<file path="src/rtl/td4_run_ctrl.sv">
// rtl/td4_run_ctrl.sv - TD4 run/step/halt/breakpoint and program-load sequencer
// Paces the CPU clock enable in RUN and streams program words into RAM in LOAD.
module td4_run_ctrl #(
    parameter int TICK_DIV = 8,
    parameter int CNT_W    = 8
) (
    input  logic       clock,
    input  logic       reset,
    input  logic       run_req,
    input  logic       step_req,
    input  logic       halt_req,
    input  logic       bp_en,
    input  logic [3:0] bp_addr,
    input  logic [3:0] cpu_ip,
    input  logic       load_valid,
    input  logic [3:0] load_addr,
    input  logic [7:0] load_data,
    output logic       load_ready,
    output logic       ram_we,
    output logic [3:0] ram_addr,
    output logic [7:0] ram_wdata,
    output logic       cpu_en,
    output logic       cpu_rst_n,
    output logic [1:0] state
);

    typedef enum logic [1:0] {
        ST_IDLE = 2'b00,
        ST_RUN  = 2'b01,
        ST_STEP = 2'b10,
        ST_LOAD = 2'b11
    } state_t;

    localparam logic [CNT_W-1:0] TC_VAL = CNT_W'(TICK_DIV - 1);

    state_t           cur_st;
    state_t           nxt_st;
    logic [CNT_W-1:0] div_cnt;
    logic [CNT_W-1:0] div_cnt_nxt;
    logic             skip;
    logic             skip_nxt;
    logic             cpu_en_nxt;
    logic             tc;
    logic             bp_hit;

    assign tc     = (div_cnt == TC_VAL);
    // The skip flag masks the breakpoint so a resume at the breakpoint address makes progress.
    assign bp_hit = bp_en && (cpu_ip == bp_addr) && !skip;

    always_ff @(posedge clock or negedge reset) begin
        if (!reset) begin
            cur_st     <= ST_IDLE;
            div_cnt    <= '0;
            skip       <= 1'b0;
            cpu_en     <= 1'b0;
            load_ready <= 1'b0;
            cpu_rst_n  <= 1'b0;
        end else begin
            cur_st     <= nxt_st;
            div_cnt    <= div_cnt_nxt;
            skip       <= skip_nxt;
            cpu_en     <= cpu_en_nxt;
            load_ready <= (nxt_st == ST_LOAD);
            cpu_rst_n  <= (nxt_st != ST_LOAD);
        end
    end

    always_comb begin
        nxt_st      = cur_st;
        div_cnt_nxt = div_cnt;
        skip_nxt    = skip;
        cpu_en_nxt  = 1'b0;
        case (cur_st)
            ST_IDLE: begin
                div_cnt_nxt = '0;
                if (load_valid) begin
                    nxt_st = ST_LOAD;
                end else if (run_req) begin
                    nxt_st   = ST_RUN;
                    skip_nxt = 1'b1;
                end else if (step_req) begin
                    nxt_st     = ST_STEP;
                    cpu_en_nxt = 1'b1;
                end
            end
            ST_RUN: begin
                if (halt_req) begin
                    nxt_st      = ST_IDLE;
                    div_cnt_nxt = '0;
                end else if (tc) begin
                    div_cnt_nxt = '0;
                    if (bp_hit) begin
                        nxt_st = ST_IDLE;
                    end else begin
                        cpu_en_nxt = 1'b1;
                        skip_nxt   = 1'b0;
                    end
                end else begin
                    div_cnt_nxt = div_cnt + CNT_W'(1);
                end
            end
            ST_STEP: begin
                nxt_st = ST_IDLE;
            end
            ST_LOAD: begin
                if (!load_valid) begin
                    nxt_st = ST_IDLE;
                end
            end
            default: begin
                nxt_st = ST_IDLE;
            end
        endcase
    end

    assign state     = cur_st;
    assign ram_we    = load_valid & load_ready;
    assign ram_addr  = load_addr;
    assign ram_wdata = load_data;

endmodule

</file>
<file path="config.mk">
export PLATFORM = sky130hd
export DESIGN_NAME = td4_run_ctrl
export DESIGN_NICKNAME = d
export VERILOG_FILES = /design/src/rtl/td4_run_ctrl.sv
export SDC_FILE = /design/constraint.sdc
export NUM_CORES = 1
export LEC_CHECK = 0
export CAP_MARGIN = 10
export CORE_UTILIZATION = 39
export CTS_CLUSTER_DIAMETER = 200
export CTS_CLUSTER_SIZE = 24
export DETAILED_ROUTE_END_ITERATION = 16
export PLACE_DENSITY = 0.79
export REMOVE_ABC_BUFFERS = 1
export SETUP_SLACK_MARGIN = 0.1
export SYNTH_ARGS = -nofsm -noshare
export SYNTH_HDL_FRONTEND = slang
export SYNTH_SLANG_ARGS = --single-unit
export TNS_END_PERCENT = 1
</file>
<file path="constraint.sdc">
create_clock -name clock -period 2 [get_ports clock]
set_input_delay 0.4 -clock clock [delete_from_list [all_inputs] [get_ports clock]]
set_output_delay 0.4 -clock clock [all_outputs]
set_load 0.03 [all_outputs]
</file>
==> flow_summary.json <==
{
  "synth_area_per_cell_um2": 9.10,
  "synth_area_leaders": "dfrtp_1 (41%), buf_4 (11%), xnor2_1 (6.1%)",
  "rsz0062_at_grt": "no",
  "grt_pass1_vias": 714,
  "required_ps": 1600,
  "endpoint_kind": "output pin",
  "cts.path.max_buffers": 2,
  "dpl-instance-area_um2": 1020,
  "relSlewSlack": 0.592,
  "drt_wl_total_um": 1800,
  "r2r-start": "state[1]",
  "ys.flop_type": "dfrtp_1",
  "setup_viol": 0,
  "rows": 16,
  "initial_utilization": 0.428,
  "rrSetupSlack_ps": 470,
  "final-instance-count-excl-fill": 135,
  "slowest_delay_ps": 660,
  "finalNetCount": 137,
  "drcViolationCount": 0,
  "dp_slack_ps": 144,
  "critPathMaxFanout": 2,
  "fillers": 177,
  "dieArea_um2": 2410,
  "root_buffer": "clkbuf_4",
  "pwr-share-seq": 0.341,
  "r2r_cells": 5,
  "finalSetupTns_ps": 0,
  "areaGrowthSynthToFinish_pct": 22.4,
  "grt_pass1_wl_um": 3020,
  "placed_cells": 131,
  "switching_share": 0.375,
  "start_kind": "register",
  "die_h_um": 49.1,
  "io_buffers": 20,
  "grt_usage": 0.169,
  "hp-class": "input pin to async pin",
  "postCtsSetupBuffers": 0,
  "ys_seq_area_frac": 0.405,
  "antenna_found_initial": 0,
  "post-dp-hpwl_um": 1390,
  "worst_slew_pin_slew_ps": 610,
  "clkLatencyLatePin_ps": 280,
  "clk_pin_slew_ps": 80,
  "pwr-share-comb": 0.474,
  "min_period_ps": 1700,
  "p_switching_mw": 0.411,
  "synth_cells": 95,
  "r2r_end": "div_cnt[3]",
  "stdcell_area_um2": 1060,
  "cts_tree": "yes",
  "crit_type": "register to output pin",
  "crit_family": "buffers and inverters",
  "num_vias": 720,
  "whs_ps": 494,
  "dr.pass1.iters": 4,
  "grt.overflow.total": 0,
  "max_freq_mhz": 590,
  "ys_seq_elements": 14,
  "finalHoldViolCount": 0,
  "async_reset_ff_frac": 1.00,
  "power_density_nw_per_um2": 1030,
  "post-route-period-util": 0.848,
  "grt_max_degree": 15,
  "cts_made_buffers": 3,
  "wl_per_cell_um": 13.3,
  "synth_area_um2": 865,
  "drive_gt1_frac": 0.102,
  "fin_skew_ps": 3.64,
  "path_buf_inv": 1,
  "drv_cap": 0,
  "clkPwrFrac": 0.185,
  "fin_util": 0.524,
  "cp.arrival_ps": 1300,
  "status": "completed",
  "die_w_um": 49.1,
  "synth_top_area_frac": 0.405,
  "via_per_inst": 5.33,
  "p_int_mw": 0.684,
  "crit_path_top_delay_cell": "clkdlybuf4s50_1",
  "slew_viol_final": 0,
  "synth_edf_count": 0,
  "diodes": 0,
  "synth_warnings": 0,
  "p_leak_nw": 0.454,
  "core_region_area_um2": 2020,
  "cts-htree-levels": 1,
  "synth_common_cells": "dfrtp_1 (14), buf_4 (13), nand2_1 (10)",
  "finalPower_mw": 1.09,
  "io_pins": 45,
  "clock_sinks": 14,
  "drt.antenna.violating_nets": 0,
  "crit_chain": "clkdlybuf4s50_1",
  "gp_congestion": 0.745,
  "yosysUniqueCellTypes": 28,
  "fin_ws_ps": 304,
  "ir_drop_mv": 0.538,
  "synth_top_area_cell": "dfrtp_1",
  "drt_iter0_markers": 12,
  "synth_most_common_cell": "dfrtp_1"
}
==> cell usage in the layout (no fill, tap or decap) <==
master / Yosys / final
xor2_1: 1 / 1
and2_1: 2 / 2
o31ai_1: 3 / 3
nand2b_1: 2 / 2
nand3b_1: 1 / 1
and4bb_1: 1 / 1
ha_1: 1 / 1
nor2_1: 9 / 9
or3b_4: 1 / 1
nor3_1: 3 / 3
a21oi_4: 1 / 1
buf_4: 13 / 5
a22o_1: 3 / 3
clkbuf_4: 0 / 3
dfrtp_1: 14 / 14
mux2i_1: 1 / 1
clkdlybuf4s50_1: 0 / 18
a21o_1: 2 / 2
dlymetal6s2s_1: 0 / 1
nor4b_1: 1 / 1
o21ai_0: 1 / 1
nor4_1: 2 / 2
nand2_1: 10 / 10
a21oi_1: 5 / 5
clkbuf_8: 0 / 1
nand3_1: 4 / 4
inv_1: 2 / 2
xnor2_1: 6 / 6
nor3b_1: 1 / 1
o21ai_1: 3 / 3
==> how the worst max path moves through the flow <==
stage	from	to	slack, ps	depth (start not counted)
after CTS	state[1]	state[1]	100	2
after detailed placement	halt_req	div_cnt[3]	140	5
after floorplan	state[1]	div_cnt[3]	370	4
final	state[0]	state[0]	300	1
after global placement	halt_req	div_cnt[3]	220	5
after global routing	div_cnt[4]	skip	230	4
==> final cells by class <==
class | instances | area [um2] | area share
well taps | 27 | 33.8 | 0.0319
clock buffers | 4 | 36.3 | 0.0343
multi-input cells | 64 | 400 | 0.378
flip-flops and latches | 14 | 350 | 0.331
inverters | 2 | 7.51 | 0.00709
repair buffers | 24 | 230 | 0.217
==> metal layers <==
metal	global-route usage	share of wire	vias to the layer above
li1	-	-	342
met1	0.164	0.36	334
met2	0.281	0.52	40
met3	0.0810	0.11	4
met4	0.113	0.014	0
met5	0	0	-
==> power groups by stage <==
stage,clock [mW],combinational [mW],sequential (mW)
global route,0.225,0.568,0.383
floorplan,0,0.187,0.495
CTS,0.206,0.521,0.374
detailed placement,0,0.518,0.379
finish,0.203,0.519,0.373
global placement,0,0.500,0.377
==> sequential cells by signal, summed over array words and instances, names as in the netlist <==
name,flops
cpu_en,1
cpu_rst_n,1
div_cnt,8
load_ready,1
skip,1
state,2
==> what timing repair did <==
item	CTS	global route
hold buffers	0	0
setup endpoints to repair	0	1
resized for setup	0	1
==> logic make-up (layout without fill, tap and decap cells) <==
| logic type | Yosys count | count (layout) | share of synthesized area |
|---|---|---|---|
| flops | 14 | 14 | 0.405 |
| fa+ha+maj | 1 | 1 | 0.0145 |
| simple gates | 37 | 37 | 0.221 |
| xor+xnor | 7 | 7 | 0.0709 |
| buf+inv | 17 | 30 | 0.132 |
| mux | 1 | 1 | 0.0116 |
| compound gates | 18 | 18 | 0.145 |
No activity file was read; power rests on OpenSTA's default activity.
==> patch (same settings) <==
The parameter `CNT_W` goes from 8 to 10.
--- a/src/rtl/td4_run_ctrl.sv
+++ b/src/rtl/td4_run_ctrl.sv
@@ -2,7 +2,7 @@
 // Paces the CPU clock enable in RUN and streams program words into RAM in LOAD.
 module td4_run_ctrl #(
     parameter int TICK_DIV = 8,
-    parameter int CNT_W    = 8
+    parameter int CNT_W    = 10
 ) (
     input  logic       clock,
     input  logic       reset,
Formal check against the unedited RTL: same outputs for any inputs over 10 cycles, from zero or initial values and one cycle with reset low; that may be too few to reach the edited logic, so the function may still have changed.
==> patch against the unedited design <==
Wire length up 5.1%; hold slack worse by 0.076 ns; power down 0.13%; area after synthesis up 8.2%; final area up 5.7%; setup slack worse by 0.032 ns; clock power up 6%; core utilization down 2.3 points; sequential cell count up 2; critical endpoint is now state[1]; largest power group unchanged.
==> patch: results (changes against the unedited design) <==
Drt
  • WL/cell: 13.6 um (+2.1%)
  • Via density: 5.19 (-2.6%)
  • Vias: 722 (+0.28%)
  • Initial drt markers: 8 (-4)

GRT
  • Initial antenna violation count: 0 (unchanged)
  • Global-route wire length before repair: 3.27 mm (+8.2%)
  • Vias in the first global route: 741 (+3.8%)
  • Pin count of the biggest net entering global routing: 17 (+2)

Synth
  • Post-synthesis mux area share: 0.0107 (-0.000882)
  • Top cells by area, synth: dfrtp_1 (43%), buf_4 (9.6%), nor2_1 (6.0%), xor2_1 (4.7%), xnor2_1 (3.7%)
  • Synth cell types: 34 (+21%)
  • Post-synthesis adder-cell area fraction: 0.0134 (-0.00110)
  • XOR/XNOR Fraction of Synth Area: 0.0842 (+0.0133)
  • Commonest cells post-synth: dfrtp_1 (16), nor2_1 (15), buf_4 (12)
  • Async SR Flop Fraction: 1.00 (unchanged)
  • Share of the synthesized area in the top cell type: 0.428 (+0.0226)
  • Seq/Total Area, Yosys: 0.428 (+0.0226)
  • Compound-Gate Fraction of Synth Area: 0.104 (-0.0404)

Clocking
  • Clock-pin slew on the worst setup and hold paths: 0.10 ns (+0.02 ns)

Timing
  • Clock Skew: 0.00706 ns (+0.00342 ns)
  • Max_slew headroom: 0.737 (+0.145)

Placement
  • DP Area: 1080 um2 (+6.3%)
  • HPWL Detailed: 1.47 mm (+5.9%)
  • RD Place Congestion: 0.794 (+6.6%)

Power
  • Worst VDD drop: 0.000562 V (+4.6%)
  • Sw Ratio: 0.378 (+0.00250)
  • Leak: 0.000465 uW (+2.6%)

Setup path
  • Reg2reg end: div_cnt[6]
  • Worst path arrival time: 1.33 ns (+0.03 ns)
  • R2r startpoint: div_cnt[3]
  • FF-to-FF path depth: 4 (-1)

Outcome
  • Status: completed

Layout
  • Layout cell share with drive strength beyond 1: 0.108 (+0.00626)
  • Max reg flops: 10 (+2)
==> patch: worst max-delay path by stage <==
stage	startpoint	end	slack, ns	cells past startpoint
after floorplan	state[1]	div_cnt[9]	0.47	4
after global placement	bp_addr[0]	cpu_en	0.18	5
after detailed placement	bp_addr[0]	cpu_en	0.14	5
after CTS	state[1]	state[1]	0.26	1
after global routing	load_ready	load_ready	0.21	1
final	state[1]	state[1]	0.27	1
==> patch: power groups by stage <==
| stage | combinational (uW) | clock, uW | sequential, uW |
|---|---|---|---|
| final | 455 | 215 | 423 |
| after floorplan | 185 | 0 | 525 |
| after CTS | 460 | 221 | 424 |
| after global routing | 501 | 235 | 433 |
| after detailed placement | 466 | 0 | 431 |
| after global placement | 452 | 0 | 424 |
==> patch: cells by family (layout without fill, tap and decap cells) <==
family | after synthesis | in the layout
flops | 16 | 16
compound gates | 14 | 14
simple gates | 39 | 39
buf+inv | 19 | 31
mux | 1 | 1
fa+ha+maj | 1 | 1
xor+xnor | 9 | 9
==> patch: through the flow <==
stage / setup WS (ns) / hold WS, ns / util
after floorplan: 0.475 / 0.104 / -
after global placement: 0.177 / 0.496 / 0.485
after detailed placement: 0.138 / 0.548 / 0.485
after CTS: 0.264 / 0.419 / 0.501
after global routing: 0.213 / 0.445 / 0.501
final: 0.272 / 0.418 / 0.501
==> patch: cell type report <==
| cell class | count | area, um2 |
|---|---|---|
| Clock buffer | 4 | 36.3 |
| Tap cell | 28 | 35.0 |
| Timing Repair Buffer | 22 | 211 |
| Fill cell | 216 | 1110 |
| Multi-Input combinational cell | 64 | 417 |
| Sequential cell | 16 | 400 |
| Inverter | 5 | 18.8 |
==> patch: what timing repair did <==
action                                  4_1_cts  5_1_grt
endpoints found under the setup margin        1        0
gates resized for setup                       1        0
endpoints found under the hold margin         0        0
==> patch: per-layer routing <==
layer | vias up | track usage | share of wire
li1 | 349 | - | -
met1 | 342 | 0.171 | 0.42
met2 | 29 | 0.289 | 0.47
met3 | 2 | 0.0804 | 0.088
met4 | 0 | 0.0833 | 0.014
met5 | - | 0.119 | 0
